**src/rtl/fetch_unit_pkg.sv**
```systemverilog
// Shared constants for the instruction-fetch stage: reset PC, NOP encoding
// and the RV32I base opcodes that if_opcode is checked against.
package fetch_unit_pkg;

   localparam logic [31:0] RESET_PC_DEFAULT = 32'h0000_0000;
   localparam logic [31:0] NOP_INSTR        = 32'h0000_0013;

   typedef enum logic [6:0] {
      OPCODE_LOAD   = 7'b0000011,
      OPCODE_OP_IMM = 7'b0010011,
      OPCODE_AUIPC  = 7'b0010111,
      OPCODE_STORE  = 7'b0100011,
      OPCODE_OP     = 7'b0110011,
      OPCODE_LUI    = 7'b0110111,
      OPCODE_BRANCH = 7'b1100011,
      OPCODE_JALR   = 7'b1100111,
      OPCODE_JAL    = 7'b1101111,
      OPCODE_SYSTEM = 7'b1110011
   } opcode_e;

   function automatic logic [6:0] opcode_of(input logic [31:0] instr);
      return instr[6:0];
   endfunction

endpackage

```
**src/rtl/fetch_fifo.sv**
```systemverilog
// Small synchronous FIFO with flush; used for the instruction buffer and
// for the shadow queue of outstanding request addresses.
module fetch_fifo
   import fetch_unit_pkg::*;
#(
   parameter int DEPTH = 2,
   parameter int WIDTH = 32,
   localparam int AW = $clog2(DEPTH),
   localparam int CW = AW + 1
) (
   input  logic             clk,
   input  logic             rst,
   input  logic             push_i,
   input  logic             pop_i,
   input  logic             flush_i,
   input  logic [WIDTH-1:0] data_i,
   output logic [WIDTH-1:0] data_o,
   output logic [CW-1:0]    count_o,
   output logic             full_o,
   output logic             empty_o
);

   logic [WIDTH-1:0] mem_q [DEPTH];
   logic [AW-1:0]    rd_q, rd_d, wr_q, wr_d;
   logic [CW-1:0]    count_q, count_d;
   logic             do_push, do_pop;

   assign full_o  = (count_q == CW'(DEPTH));
   assign empty_o = (count_q == '0);
   assign count_o = count_q;
   assign data_o  = mem_q[rd_q];

   // A flush wins over anything else requested in the same cycle.
   assign do_push = push_i && !full_o && !flush_i;
   assign do_pop  = pop_i && !empty_o && !flush_i;

   always_comb begin
      rd_d    = rd_q;
      wr_d    = wr_q;
      count_d = count_q;
      if (flush_i) begin
         rd_d    = '0;
         wr_d    = '0;
         count_d = '0;
      end else begin
         if (do_push) wr_d = wr_q + AW'(1);
         if (do_pop)  rd_d = rd_q + AW'(1);
         case ({do_push, do_pop})
            2'b10:   count_d = count_q + CW'(1);
            2'b01:   count_d = count_q - CW'(1);
            default: count_d = count_q;
         endcase
      end
   end

   always_ff @(posedge clk or posedge rst) begin
      if (rst) begin
         rd_q    <= '0;
         wr_q    <= '0;
         count_q <= '0;
      end else begin
         rd_q    <= rd_d;
         wr_q    <= wr_d;
         count_q <= count_d;
      end
   end

   always_ff @(posedge clk) begin
      if (do_push) mem_q[wr_q] <= data_i;
   end

endmodule

```
**src/rtl/fetch_unit.sv**
```systemverilog
// RV32I instruction-fetch stage: owns the PC, issues word fetches under a
// credit limit, buffers responses in order and handles redirects.
module fetch_unit
   import fetch_unit_pkg::*;
#(
   parameter int              XLEN     = 32,
   parameter logic [XLEN-1:0] RESET_PC = XLEN'(RESET_PC_DEFAULT),
   parameter int              DEPTH    = 2
) (
   input  logic            clk,
   input  logic            rst,
   output logic            imem_req_valid,
   input  logic            imem_req_ready,
   output logic [XLEN-1:0] imem_req_addr,
   input  logic            imem_rsp_valid,
   input  logic [31:0]     imem_rsp_data,
   input  logic            redirect_valid,
   input  logic [XLEN-1:0] redirect_pc,
   output logic            if_valid,
   input  logic            if_ready,
   output logic [31:0]     if_instr,
   output logic [XLEN-1:0] if_pc,
   output logic [6:0]      if_opcode
);

   localparam int CW = $clog2(DEPTH) + 1;
   localparam int EW = XLEN + 32;

   logic [XLEN-1:0] pc_q, pc_d;
   logic [CW-1:0]   drop_q, drop_d;
   logic [CW-1:0]   outstanding, fifo_count;
   logic [CW:0]     credit_used;
   logic            req_fire, rsp_keep, if_pop;
   logic            fifo_full, fifo_empty;
   logic            shadow_full, shadow_empty;
   logic [XLEN-1:0] rsp_pc;
   logic [EW-1:0]   head;
   logic            unused_bits;

   assign unused_bits = ^{redirect_pc[1:0], shadow_full, shadow_empty};

   assign credit_used    = {1'b0, fifo_count} + {1'b0, outstanding};
   assign imem_req_valid = !rst && !redirect_valid && (credit_used < (CW+1)'(DEPTH));
   assign imem_req_addr  = pc_q;
   assign req_fire       = imem_req_valid && imem_req_ready;
   assign rsp_keep       = imem_rsp_valid && (drop_q == '0) && !redirect_valid;

   assign if_valid  = !fifo_empty;
   assign if_pop    = if_valid && if_ready;
   assign if_pc     = head[EW-1:32];
   assign if_instr  = head[31:0];
   assign if_opcode = opcode_of(head[31:0]);

   // drop counts responses still owed for requests issued before a redirect.
   always_comb begin
      pc_d   = pc_q;
      drop_d = drop_q;
      if (redirect_valid) begin
         pc_d   = {redirect_pc[XLEN-1:2], 2'b00};
         drop_d = outstanding - CW'(imem_rsp_valid);
      end else begin
         if (req_fire) pc_d = pc_q + XLEN'(4);
         if (imem_rsp_valid && (drop_q != '0)) drop_d = drop_q - CW'(1);
      end
   end

   always_ff @(posedge clk or posedge rst) begin
      if (rst) begin
         pc_q   <= {RESET_PC[XLEN-1:2], 2'b00};
         drop_q <= '0;
      end else begin
         pc_q   <= pc_d;
         drop_q <= drop_d;
      end
   end

   // The shadow queue is never flushed: its occupancy is the outstanding count.
   fetch_fifo #(.DEPTH(DEPTH), .WIDTH(XLEN)) u_shadow (
      .clk     (clk),
      .rst     (rst),
      .push_i  (req_fire),
      .pop_i   (imem_rsp_valid),
      .flush_i (1'b0),
      .data_i  (pc_q),
      .data_o  (rsp_pc),
      .count_o (outstanding),
      .full_o  (shadow_full),
      .empty_o (shadow_empty)
   );

   fetch_fifo #(.DEPTH(DEPTH), .WIDTH(EW)) u_ibuf (
      .clk     (clk),
      .rst     (rst),
      .push_i  (rsp_keep),
      .pop_i   (if_pop),
      .flush_i (redirect_valid),
      .data_i  ({rsp_pc, imem_rsp_data}),
      .data_o  (head),
      .count_o (fifo_count),
      .full_o  (fifo_full),
      .empty_o (fifo_empty)
   );

   a_no_push_when_full: assert property (@(posedge clk) disable iff (rst) !(rsp_keep && fifo_full));

endmodule

```
**config.mk**
```make
export PLATFORM = sky130hd
export DESIGN_NAME = fetch_unit
export DESIGN_NICKNAME = d
export VERILOG_FILES = /design/src/rtl/fetch_unit_pkg.sv /design/src/rtl/fetch_fifo.sv /design/src/rtl/fetch_unit.sv
export SDC_FILE = /design/constraint.sdc
export NUM_CORES = 1
export LEC_CHECK = 0
export BUFFER_PORTS_ARGS = -buffer_cell sky130_fd_sc_hd__buf_2
export CAP_MARGIN = 20
export CORE_MARGIN = 1.5
export CORE_UTILIZATION = 57
export CTS_BUF_LIST = sky130_fd_sc_hd__clkbuf_8
export DETAILED_ROUTE_END_ITERATION = 7
export HOLD_SLACK_MARGIN = 0.1
export PLACE_DENSITY = 0.82
export REMOVE_ABC_BUFFERS = 1
export SLEW_MARGIN = 20
export SYNTH_ARGS = -nofsm -noshare
export SYNTH_HDL_FRONTEND = slang
export SYNTH_SLANG_ARGS = --single-unit
export TNS_END_PERCENT = 5
```
**constraint.sdc**
```tcl
create_clock -name clk -period 8.7 [get_ports clk]
set_clock_uncertainty 0.1 [all_clocks]
set_input_delay 0.435 -clock clk [delete_from_list [all_inputs] [get_ports clk]]
set_output_delay 0.435 -clock clk [all_outputs]
set_load 0.1 [all_outputs]
```
==> impl_metrics.tcl, run 1 <==
set metrics [dict create \
    status "complete, no violations" \
    dp_cells 932 \
    setup_slack_ps 5070 \
    synth_cell_type_count 54 \
    pin_count 175 \
    fp.dieH_um 130 \
    post-route-period-util_pct 41.7 \
    grt_overflow 0 \
    cts_sinks 224 \
    path_depth 7 \
    drv_slew 0 \
    synth_async_sr_flop_share_pct 17.9 \
    dpl_cell_area_um2 10200 \
    num_rows 46 \
    rsz0062_at_grt "no" \
    cts_resized 0 \
    cts_tree "built" \
    grt_pass1_vias 6078 \
    tightest_slew_ps 980 \
    whs_ps 155 \
    drv_cap 0 \
    syn_area_per_cell_um2 16.0 \
    synth_cells 574 \
    critPathMaxStageDelay_ps 870 \
    grt_max_degree 63 \
    core_area_um2 15800 \
    worstHoldPathCells 3 \
    diodes 0 \
    fin_crit_ps 3630 \
    path_cells "and2_1, fa_1, nor4_4, and2_1, buf_4, o21ai_0, nor2_4" \
    power_density_nw_per_um2 264 \
    clkLatencyLatePin_ps 510 \
    cp.required_ps 8730 \
    synth-main-ff-cell "edfxtp_1" \
    reg2reg_slack_ps 5070 \
    cp.arrival_ps 3650 \
    multiInputGateArea_um2 2440 \
    io_buffers 168 \
    setup_viol 0 \
    numCtsBuffers 37 \
    clk_pin_slew_worst_paths_ps 60 \
    wl_mm 20.1 \
    power_mw 3.03 \
    clock_tree.root_cell "clkbuf_8" \
    yosys_warnings 0 \
    place_congestion 0.808 \
    p_leak_nw 4.38 \
    layout.nets 889 \
    fin_util_pct 72.8 \
    register_area_um2 6530 \
    cp_slowest_cell "nor2_4" \
    place_ws_ps 5120 \
    crit_buf_inv 1 \
    max_freq_mhz 276 \
    cpMostUsedCell "and2_1" \
    synth_seq_cells 224 \
    synth-edff-count 184 \
    crit_family "simple AND/OR/NAND/NOR gates" \
    place_hpwl_mm 11.4 \
    track_usage_pct 24.0 \
    worstSetupEndpointType "flop" \
    finalInstanceArea_um2 11500 \
    syn_to_final_growth_pct 25.3 \
    cp_max_fo 30 \
    drt_pass1_iterations 5 \
    stdcell_count 1059 \
    die_w_um 130 \
    nFillCells 1032 \
    reg2reg_depth 7 \
    worst_ir_drop_vdd_mv 0.180 \
    ant_nets 0 \
    drive_above_1_share_pct 39.5 \
    wl_per_cell_um 19.0 \
    antenna_found_initial 0 \
    start_kind "flop" \
    htree_levels 2 \
    start_util_pct 58.1 \
    clockBufferDepth 3 \
    setup_tns_ps 0 \
    hp-class "input pin to flop" \
    vias_per_cell 5.52 \
    grt_pass1_wl_mm 30.8 \
    slew_headroom_pct 34.5 \
    synth_area_um2 9160 \
    first_iter_violations 390 \
    die-area_um2 16800 \
    yosysSeqAreaShare_pct 71.2 \
    vias 5844 \
    drc_errors 0 \
    hold_violations 0 \
    crit_type "flop to flop" \
]
-- worst paths after layout --
path | from | to
setup / recovery | u_shadow.count_o[0] | u_shadow.mem_q[1][30]
hold / removal | redirect_pc[25] | imem_req_addr[25]
setup reg to reg | u_shadow.count_o[0] | u_shadow.mem_q[1][30]
hold reg to reg | u_ibuf.rd_q | u_ibuf.rd_q
max in group asynchronous | rst | u_ibuf.rd_q
min in group asynchronous | rst | imem_req_addr[19]
-- tightest hold or removal path, stage by stage --
cell and delay (ps):
buf_2 90, mux2i_1 60, mux2i_1 120
-- power breakdown --
group / switching, mW / internal, mW / leakage [nW]
registers: 0.0817 / 1.28 / 2.15
clock network: 0.393 / 0.460 / 0.430
logic: 0.613 / 0.211 / 1.80
total: 1.09 / 1.95 / 4.38
-- logic make-up (layout without fill, tap and decap cells) --
group	count (synthesis)	in the layout	synth area share, %
compound gates	56	56	4.33
xor+xnor	12	12	1.15
fa+ha+maj	5	5	0.765
buf+inv	47	313	2.50
flops	224	224	71.2
mux	100	100	12.2
other cells	1	4	0.0409
simple gates	129	129	7.74
-- placed cells by master, fill, tap and decap left out, types with 4 or more instances in the layout --
master           n
a22oi_1          4
clkbuf_8        44
nor2b_1          9
mux2i_1          7
or3_1            5
xnor2_1          8
ha_1             4
o21ai_0         14
nor3_1           6
xor2_1           4
buf_2          168
dfrtp_1         39
inv_1           30
a221o_1          6
edfxtp_1       184
mux2_2          92
o311ai_0         5
nor4_1           6
dlygate4sd3_1   59
nand2_1         35
conb_1           4
nor2_1          18
nand4_1          8
a21oi_1          7
nand3_1         10
and3_1           4
o211ai_1         7
buf_4            7
-- routing by layer --
layer	wire (um)	vias to the layer above	global-route usage, %
li1	-	2657	-
met1	7830	2829	28.7
met2	10100	298	41.5
met3	1540	60	5.78
met4	621	0	10.9
met5	0	-	0
-- repair_timing --
item / in CTS / in global routing
hold buffers: 59 / 0
buffers inserted: 0 / 0
hold endpoints to repair: 130 / 0
-- flip-flops by register name, summed over array words and instances, names as in the netlist --
register	count
u_shadow.rd_q	1
u_shadow.mem_q	60
u_ibuf.wr_q	1
u_ibuf.rd_q	1
u_shadow.wr_q	1
drop_q	2
u_ibuf.count_o	2
u_ibuf.mem_q	124
imem_req_addr	30
u_shadow.count_o	2
-- final cells by class --
class | instances | share of cell area, %
clock buffer | 44 | 5.28
clock inverter | 24 | 0.883
inverter | 11 | 0.360
multi-input combinational | 306 | 21.3
sequential | 224 | 56.9
tap | 216 | 2.36
timing repair buffer | 234 | 12.9
-- Yosys cell counts, types with 6 or more instances --
cell type	count	share of area (%)
nor4_1	6	0.41
o21ai_0	14	0.76
o211ai_1	7	0.57
mux2i_1	7	0.76
nand4_1	8	0.55
edfxtp_1	184	60
buf_1	9	0.37
nor2b_1	9	0.61
nor2_1	21	0.86
nand3_1	10	0.55
dfrtp_1	40	11
inv_1	11	0.45
nor3_1	7	0.38
buf_4	11	0.90
xnor2_1	8	0.76
nand2_1	35	1.4
clkbuf_1	12	0.49
a221o_1	6	0.66
mux2_2	92	11
a21oi_1	7	0.38
Power figures use the tool's default switching activity.
==> inputs of run 2 (changes only) <==
- clock period: 8.7 -> 3.6 ns (I/O delays scaled with it)
==> impl_metrics.tcl, run 2 (synthesis gave the netlist of run 1 again) <==
set metrics [dict create \
    clkLatencyLatePin_ps 510 \
    p_leak_nw 4.40 \
    drc_errors 0 \
    status "complete, no violations" \
    p_int_mw 4.57 \
    setup_viol 0 \
    cp.arrival_ps 3570 \
    worstSetupEndpointType "flop" \
    largest_reg_flops 124 \
    post-route-period-util_pct 91.0 \
    drv_cap 0 \
    clock_tree.root_cell "clkbuf_8" \
    top_register "u_ibuf.mem_q" \
    vias 5900 \
    power_frac_comb_pct 28.0 \
    grt_max_degree 50 \
    htree_levels 2 \
    wl_mm 19.9 \
    cts_tree "built" \
    pwr-share-seq_pct 45.9 \
    start_util_pct 58.1 \
    rsz0062_at_grt "no" \
    diodes 0 \
    place_hpwl_mm 12.2 \
    tightest_slew_ps 749 \
    cp.required_ps 3900 \
    ant_nets 0 \
    p_sw_mw 2.60 \
    grt_pass1_vias 6062 \
    syn_to_final_growth_pct 26.5 \
    max_freq_mhz 305 \
    power_mw 7.17 \
    num_rows 46 \
    pin_count 175 \
    p_sw_share_pct 36.3 \
    final_common_cell "edfxtp_1" \
    clk_pin_slew_worst_paths_ps 60 \
    dp_cells 939 \
    grt_pass1_wl_mm 30.4 \
    io_buffers 168 \
    worst_ir_drop_vdd_mv 0.452 \
    first_iter_violations 392 \
    core_area_um2 15800 \
    clockBufferDepth 3 \
    antenna_found_initial 0 \
    drive_above_1_share_pct 39.3 \
    fin_crit_ps 3280 \
    numCtsBuffers 36 \
    die-area_um2 16800 \
    cts_sinks 224 \
    clock_power_share_pct 26.1 \
    vias_per_cell 5.51 \
    fp.dieH_um 130 \
    power_density_nw_per_um2 619 \
    hold_violations 0 \
    drt_pass1_iterations 5 \
    drv_slew 0 \
    cp_max_fo 19 \
    track_usage_pct 23.9 \
    slew_headroom_pct 50.0 \
    hp-class "input pin to async pin" \
    wl_per_cell_um 18.6 \
    grt_overflow 0 \
    layout.nets 908 \
    stdcell_count 1071 \
    die_w_um 130 \
    start_kind "flop" \
    crit_type "flop to flop" \
    place_congestion 0.832 \
    final_cell_mix "edfxtp_1, buf_2, mux2_2, dlygate4sd3_1, dfrtp_1" \
]
==> run 2: critical path: stages, from the launching register on <==
cell,delay [ps]
dfrtp_1,440
and2_1,180
fa_1,480
nor4_4,320
nand2_2,320
nor4_1,480
xnor2_1,170
o21ai_0,90
dlygate4sd3_1,570
==> run 2: power groups by stage <==
| stage | Clock, mW | Combinational, mW | Sequential, mW |
|---|---|---|---|
| after floorplan | 0 | 1.24 | 3.62 |
| after global placement | 0 | 1.89 | 3.32 |
| after detailed placement | 0 | 1.94 | 3.34 |
| after CTS | 1.91 | 2.01 | 3.29 |
| after global routing | 2.02 | 2.10 | 3.32 |
| final | 1.87 | 2.01 | 3.29 |
==> run 2: area by class of cell <==
class | count | area (um^2)
Tap cell | 216 | 270
Multi-Input combinational cell | 306 | 2450
Clock buffer | 37 | 509
Inverter | 11 | 41.3
Timing Repair Buffer | 254 | 1690
Sequential cell | 224 | 6530
Fill cell | 1036 | 4190
Clock inverter | 23 | 97.6
==> run 2: worst paths after layout <==
kind                                        from                   to  slack, ps  depth (start not counted)
hold reg to reg            u_shadow.mem_q[1][22]  u_ibuf.mem_q[1][54]        460                          1
max in group asynchronous                    rst          u_ibuf.rd_q       2730                          4
min in group clk               imem_rsp_data[20]  u_ibuf.mem_q[0][20]        290                          2
hold / removal                               rst    u_ibuf.count_o[0]        280                          4
setup reg to reg             u_shadow.count_o[0]    imem_req_addr[13]        320                          8
setup / recovery             u_shadow.count_o[0]    imem_req_addr[13]        320                          8
==> run 2: layer usage <==
layer,GRT usage (%),vias to the layer above,routed length [um]
met1,27.7,2878,7670
met4,11.2,0,472
li1,-,2705,-
met3,5.17,42,1570
met5,0,-,0
met2,42.4,275,10200
==> run 2: repair_timing <==
item / CTS / global route
hold buffers: 72 / 0
hold endpoints to repair: 141 / 0
resized for setup: 0 / 1
buffers inserted: 0 / 0
setup endpoints to repair: 0 / 1
==> run 2: per-stage QoR <==
stage / utilization [%] / hold slack (ps) / area (um^2) / setup TNS [ps] / setup slack, ps
detailed placement: 65.0 / 269 / 10300 / 0 / 413
finish: 73.5 / 277 / 11600 / 0 / 325
CTS: 73.4 / 268 / 11600 / 0 / 256
global placement: 65.0 / 259 / 10300 / 0 / 591
floorplan: - / 146 / 8980 / -367320 / -2440
global route: 73.5 / 278 / 11600 / 0 / 209
==> inputs of run 3 (changes only) <==
- CORE_ASPECT_RATIO: not set -> 0.7
==> impl_metrics.tcl, run 3 (synthesis gave the netlist of run 1 again) <==
set metrics [dict create \
    final_cell_mix "edfxtp_1, buf_2, mux2_2, dlygate4sd3_1, dfrtp_1" \
    clkLatencyLatePin_ps 480 \
    slew_headroom_pct 49.4 \
    core_area_um2 15600 \
    setup_viol 0 \
    ant_nets 0 \
    worst_r2r_startpoint "u_shadow.count_o[0]" \
    clock_tree.root_cell "clkbuf_8" \
    cpMostUsedCell "and2_1" \
    grt_overflow 0 \
    p_leak_nw 4.41 \
    grt_max_degree 59 \
    largest_reg_flops 124 \
    status "complete, no violations" \
    layout.nets 902 \
    cts_tree "built" \
    final_common_cell "edfxtp_1" \
    dpl_cell_area_um2 10200 \
    die-area_um2 16900 \
    finalInstanceArea_um2 11600 \
    first_iter_violations 368 \
    reg2reg_slack_ps 330 \
    start_util_pct 58.7 \
    cp_slowest_cell "nor2_2" \
    grt_pass1_wl_mm 30.4 \
    fin_crit_ps 3270 \
    io_buffers 168 \
    drc_errors 0 \
    path_cells "and2_1, fa_1, nor4_4, and2_1, buf_4, nor2_2, o21ai_0, o311ai_0, dlygate4sd3_1" \
    clockBufferDepth 3 \
    cp.arrival_ps 3580 \
    worstSetupEndpointType "flop" \
    crit_type "flop to flop" \
    clk_pin_slew_worst_paths_ps 60 \
    top_register "u_ibuf.mem_q" \
    post-route-period-util_pct 90.7 \
    hp-class "input pin to async pin" \
    track_usage_pct 23.4 \
    rsz0062_at_grt "no" \
    drt_pass1_iterations 5 \
    wl_mm 19.7 \
    place_hpwl_mm 12.0 \
    max_freq_mhz 306 \
    vias 5838 \
    power_mw 7.22 \
    r2r_end "imem_req_addr[5]" \
    drv_cap 0 \
    num_rows 38 \
    die_w_um 155 \
    place_congestion 0.889 \
    numCtsBuffers 35 \
    vias_per_cell 5.55 \
    start_kind "flop" \
    fp.dieH_um 109 \
    power_density_nw_per_um2 625 \
    syn_to_final_growth_pct 26.1 \
    wl_per_cell_um 18.7 \
    antenna_found_initial 0 \
    cts_sinks 224 \
    cp.required_ps 3910 \
    diodes 0 \
    htree_levels 2 \
    critPathMaxStageDelay_ps 590 \
    hold_violations 0 \
    crit_buf_inv 2 \
    tightest_slew_ps 758 \
    cp_max_fo 15 \
    drive_above_1_share_pct 39.1 \
    drv_slew 0 \
    pin_count 175 \
    grt_pass1_vias 5927 \
    worst_ir_drop_vdd_mv 0.394 \
    crit_family "simple AND/OR/NAND/NOR gates" \
    reg2reg_depth 9 \
]
run 3: area by class of cell:
class	instances	area [um^2]
flip-flops and latches	224	6530
fillers	980	4040
multi-input cells	306	2440
repair buffers	249	1660
clock buffers	37	509
well taps	200	250
clock inverters	25	124
inverters	11	41.3
run 3: what timing repair did:
item	4_1_cts	5_1_grt
hold buffers	66	0
buffers inserted	0	0
resized for setup	0	0
endpoints found under the hold margin	121	0
run 3: worst max-delay path by stage:
stage / depth (start not counted) / end / slack (ps) / startpoint
detailed placement: 7 / u_shadow.mem_q[0][3] / 570 / u_shadow.count_o[0]
global route: 9 / imem_req_addr[5] / 190 / u_shadow.count_o[0]
CTS: 9 / imem_req_addr[5] / 50 / u_shadow.count_o[0]
global placement: 8 / imem_req_addr[5] / 650 / u_shadow.count_o[0]
finish: 9 / imem_req_addr[5] / 330 / u_shadow.count_o[0]
floorplan: 4 / u_ibuf.mem_q[1][0] / -2440 / drop_q[0]
run 3: power by group:
part | leakage (nW) | switching (mW) | internal (mW)
registers | 2.15 | 0.172 | 3.08
logic | 1.89 | 1.50 | 0.530
clock network | 0.374 | 0.917 | 1.02
total | 4.41 | 2.59 | 4.63
run 3: worst register-to-register path: stages (launching register included):
cell	delay, ps
dfrtp_1	450
and2_1	180
fa_1	530
nor4_4	70
and2_1	190
buf_4	200
nor2_2	600
o21ai_0	190
o311ai_0	120
dlygate4sd3_1	580
run 3: per-layer routing:
metal	routed length (um)	share of wire, %	global-route usage (%)
met3	1390	7.1	5.60
met4	358	1.8	6.46
met1	8330	42	30.3
met2	9600	49	40.0
met5	0	0	0
run 3: stage by stage:
step                setup TNS [ps]  setup WS, ps  std cells  utilization [%]  hold slack, ps
floorplan                  -367320         -2440        541                -             146
detailed placement               0           565        923             65.6             273
finish                           0           334       1052             74.1             165
CTS                              0          52.1       1051             73.9             218
global route                     0           189       1052             74.1             172
global placement                 0           651        923             65.6             267
